===== config.mk =====
export PLATFORM = sky130hd
export DESIGN_NAME = addsub_arbiter
export DESIGN_NICKNAME = d
export VERILOG_FILES = /design/src/rtl/addsub_arbiter.sv
export SDC_FILE = /design/constraint.sdc
export NUM_CORES = 1
export LEC_CHECK = 0
export BUFFER_PORTS_ARGS = -buffer_cell sky130_fd_sc_hd__buf_4
export CAP_MARGIN = 20
export CORE_ASPECT_RATIO = 0.8
export CORE_MARGIN = 1.5
export CORE_UTILIZATION = 47
export DETAILED_ROUTE_END_ITERATION = 6
export PLACE_DENSITY = 0.89
export SYNTH_ARGS = -nofsm -noshare
export SYNTH_HDL_FRONTEND = slang
export SYNTH_SLANG_ARGS = --single-unit

===== constraint.sdc =====
create_clock -name clk -period 1.9 [get_ports clk]
set_input_delay 0.475 -clock clk [delete_from_list [all_inputs] [get_ports clk]]
set_output_delay 0.475 -clock clk [all_outputs]
set_load 0.02 [all_outputs]

===== src/rtl/addsub_arbiter.sv =====
// Round-robin arbiter sharing one external add/sub datapath between two
// valid/ready requesters; one operation in flight, results returned to the winner.
module addsub_arbiter #(
    parameter int WIDTH = 8
) (
    input  logic             clk,
    input  logic             rst,
    input  logic             req0_valid,
    output logic             req0_ready,
    input  logic [WIDTH-1:0] req0_a,
    input  logic [WIDTH-1:0] req0_b,
    input  logic             req0_m,
    input  logic             req1_valid,
    output logic             req1_ready,
    input  logic [WIDTH-1:0] req1_a,
    input  logic [WIDTH-1:0] req1_b,
    input  logic             req1_m,
    output logic             rsp0_valid,
    input  logic             rsp0_ready,
    output logic [WIDTH-1:0] rsp0_sum,
    output logic             rsp0_ovf,
    output logic             rsp1_valid,
    input  logic             rsp1_ready,
    output logic [WIDTH-1:0] rsp1_sum,
    output logic             rsp1_ovf,
    output logic [WIDTH-1:0] dp_a,
    output logic [WIDTH-1:0] dp_b,
    output logic             dp_m,
    input  logic [WIDTH-1:0] dp_sum,
    input  logic             dp_ovf,
    output logic             busy
);

    typedef enum logic [1:0] {IDLE, ISSUE, RESPOND} state_t;

    state_t           state;
    state_t           state_next;
    logic             ptr;
    logic             owner;
    logic [WIDTH-1:0] op_a;
    logic [WIDTH-1:0] op_b;
    logic             op_m;
    logic [WIDTH-1:0] res_sum;
    logic             res_ovf;
    logic             accept;
    logic             rsp_fire;

    always_comb begin
        state_next = state;
        req0_ready = 1'b0;
        req1_ready = 1'b0;
        rsp0_valid = 1'b0;
        rsp1_valid = 1'b0;
        case (state)
            IDLE: begin
                // The pointer only breaks ties; a lone requester always wins.
                req0_ready = req0_valid && (!req1_valid || !ptr);
                req1_ready = req1_valid && (!req0_valid || ptr);
                if (req0_ready || req1_ready) begin
                    state_next = ISSUE;
                end
            end
            ISSUE: begin
                state_next = RESPOND;
            end
            RESPOND: begin
                rsp0_valid = !owner;
                rsp1_valid = owner;
                if ((rsp0_valid && rsp0_ready) || (rsp1_valid && rsp1_ready)) begin
                    state_next = IDLE;
                end
            end
            default: begin
                state_next = IDLE;
            end
        endcase
    end

    assign accept   = req0_ready || req1_ready;
    assign rsp_fire = (rsp0_valid && rsp0_ready) || (rsp1_valid && rsp1_ready);

    always_ff @(posedge clk) begin
        if (rst) begin
            state   <= IDLE;
            ptr     <= 1'b0;
            owner   <= 1'b0;
            op_a    <= '0;
            op_b    <= '0;
            op_m    <= 1'b0;
            res_sum <= '0;
            res_ovf <= 1'b0;
        end else begin
            state <= state_next;
            if (accept) begin
                owner <= req1_ready;
                op_a  <= req1_ready ? req1_a : req0_a;
                op_b  <= req1_ready ? req1_b : req0_b;
                op_m  <= req1_ready ? req1_m : req0_m;
            end
            if (state == ISSUE) begin
                res_sum <= dp_sum;
                res_ovf <= dp_ovf;
            end
            // Hand priority to the other requester once the owner is served.
            if (rsp_fire) begin
                ptr <= !owner;
            end
        end
    end

    assign dp_a     = op_a;
    assign dp_b     = op_b;
    assign dp_m     = op_m;
    assign rsp0_sum = res_sum;
    assign rsp1_sum = res_sum;
    assign rsp0_ovf = res_ovf;
    assign rsp1_ovf = res_ovf;
    assign busy     = (state != IDLE);

endmodule


==> impl_metrics.ini <==
[finish]
fill_cells = 271
drive_gt1_frac = 0.4365
layout.nets = 300
syn_to_final_growth_pct = 42.90
antenna_cells = 0
stdcell_area_mm2 = 0.002255

[yosys]
synth_cell_types = 26
synth_common_cells = dfxtp_1 (30), a21oi_1 (29), nand2_1 (20)
synth_warnings = 0
synth_ff_type = dfxtp_1
synth_area_leaders = dfxtp_1 (38%), nor4b_1 (9.4%), a21oi_1 (9.2%)
seq_area_frac_synth = 0.3807
yosys.area.top_type = dfxtp_1
syn-mean-instance-area_um2 = 8.765
synth_most_common_cell = dfxtp_1
async_flop_share = 0
synth_top_area_share = 0.3807
synth_area_mm2 = 0.001578
synth_nets = 229
synthCells = 180
synth-edff-count = 0
synth_seq_cells = 30

[grt]
grt_max_degree = 39
grt-ovfl-total = 0
grt_pass1_vias = 1430
grt_antenna_before_repair = 0
grt_first_pass_wirelength_um = 6844
grtUsageTotal = 0.2529

[timing]
max_slew.worst_pin.slew_ns = 0.6410
finalCriticalPeriod_ns = 1.842
setup_violations = 0
hold_violations = 0
max_freq_mhz = 542.8
fin_crit_sh = 0.9696
drv_slew = 0
relSlewSlack = 0.5718
rsz0062_at_grt = no
fin_skew_ns = 0.008572
tns_ns = 0

[worst_setup_path]
startpoint_type = register
critPathRequiredTime_ns = 1.42
worstReg2RegStart = state[0]$_SDFFE_PP0P_
cp-endpoint = req0_ready
criticalPathCategory = register to output port
worstRegToRegCells = 6
startpoint = state[1]$_SDFFE_PP0P_
arrival_ns = 1.37
rrSetupSlack_ns = 0.37
r2r_end = dp_a[2]$_SDFFE_PP0P_
critPathCaptureType = output port
critical_path.max_fanout = 9

[placement]
io_buffers = 88
place_congestion = 0.7634
postPlaceCellArea_mm2 = 0.002122
dp_hpwl_um = 3077

[routing]
routedWlPerCell_um = 15.81
first_iter_violations = 62
ant_nets = 0
drc = 0
drtPass1Iterations = 4
routed_via_density = 5.675
routed_wl_um = 4617
vias = 1657

[clock_network]
cts_tree = built
cts_root_buffer = clkbuf_8
clock_sinks = 30
clkTransAtPathRegs_ns = 0.07
cts_buffer_depth = 2
cts_max_level = 2
worstSkewPairLatency_ns = 0.29
cts_inserted_buffers = 5

[flow_run]
drv_cap = 0

[hold_path]
worstHoldPathCells = 3
hold_class = input port to register

[floorplan]
die_width_um = 67.78
start_util = 0.5004
core_mm2 = 0.003153
dieHeight_um = 54.82
fp.dieArea_mm2 = 0.003715
num_rows = 18
ioPinCount = 89

[power]
vdd_drop_max_mv = 0.5386
power.density_mw_per_mm2 = 884.1
power.leakage_uw = 0.0009531
power_uw = 1993

[run_status]
status = complete, no violations
[critical path, cell delays in order, from the launching register on]
cell and delay (ns):
dfxtp_2 0.36, or3b_2 0.47, a21oi_2 0.11, buf_4 0.14
[registers in the layout, summed over array words and instances, names as in the netlist]
register and count:
rsp0_sum 8, dp_a 8, rsp0_ovf 1, ptr 1, owner 1, state 2, dp_m 1, dp_b 8
[cell families after synthesis]
logic type	synth area share
flops	0.3807
compound gates	0.2062
mux	0.006344
simple gates	0.2760
buf+inv	0.1308
[final cells by class]
class | count | area, µm² | area share
clock buffer | 5 | 68.82 | 0.03052
sequential | 30 | 605.6 | 0.2686
multi-input combinational | 118 | 774.5 | 0.3435
clock inverter | 3 | 40.04 | 0.01776
inverter | 2 | 10.01 | 0.004440
tap | 40 | 50.05 | 0.02220
timing repair buffer | 94 | 705.7 | 0.3130
[what timing repair did]
action | CTS | global route
gates cloned | 0 | 0
buffers inserted | 0 | 2
hold buffers | 0 | 0
pin swaps | 0 | 0
endpoints found under the setup margin | 1 | 1
resized for setup | 2 | 2
[worst min path at each step]
stage | start | endpoint
6_report | dp_sum[0] | rsp0_sum[0]$_SDFFE_PP0N_
5_1_grt | dp_sum[4] | rsp0_sum[4]$_SDFFE_PP0N_
4_1_cts | dp_ovf | rsp0_ovf$_SDFFE_PP0N_
3_5_place_dp | rsp0_sum[5]$_SDFFE_PP0N_ | rsp0_sum[5]$_SDFFE_PP0N_
3_3_place_gp | rsp0_sum[6]$_SDFFE_PP0N_ | rsp0_sum[6]$_SDFFE_PP0N_
2_1_floorplan | owner$_SDFFE_PP0P_ | owner$_SDFFE_PP0P_
[routing by layer]
metal | global-route usage | wire (µm) | vias to the layer above
met5 | 0 | 0 | -
met1 | 0.3413 | 2102 | 775
met4 | 0.08000 | 36 | 0
met2 | 0.3905 | 2249 | 60
met3 | 0.07407 | 229 | 4
li1 | - | - | 818
[report_power, final]
group / switching (µW) / leakage [µW] / internal (µW) / total, µW
Clock: 251 / 0.0000579 / 385 / 636
Combinational: 338 / 0.000646 / 271 / 609
Sequential: 49.2 / 0.000249 / 699 / 748
[through the flow]
| stage | cells | hold slack (ns) | setup slack [ns] | utilization |
|---|---|---|---|---|
| global route | 292 | 0.4482 | 0.005389 | 0.7151 |
| floorplan | 180 | 0.5237 | 0.1520 | - |
| detailed placement | 282 | 0.4681 | 0.1198 | 0.6730 |
| finish | 292 | 0.4362 | 0.05767 | 0.7151 |
| global placement | 282 | 0.4579 | 0.1224 | 0.6730 |
| CTS | 290 | 0.4343 | 0.01331 | 0.7083 |
[cell usage in the layout (no fill, tap or decap), types with 2 or more instances in the layout]
| master | instances |
|---|---|
| a2111oi_0 | 5 |
| a2111oi_1 | 12 |
| a21oi_1 | 28 |
| and3b_1 | 2 |
| buf_4 | 94 |
| clkbuf_8 | 5 |
| clkinv_2 | 2 |
| dfxtp_1 | 28 |
| nand2_1 | 20 |
| nand2b_1 | 2 |
| nand3b_1 | 2 |
| nor2_1 | 2 |
| nor2b_1 | 2 |
| nor4_1 | 17 |
| nor4b_1 | 17 |
Note: power is estimated with default switching activity, not from simulation.
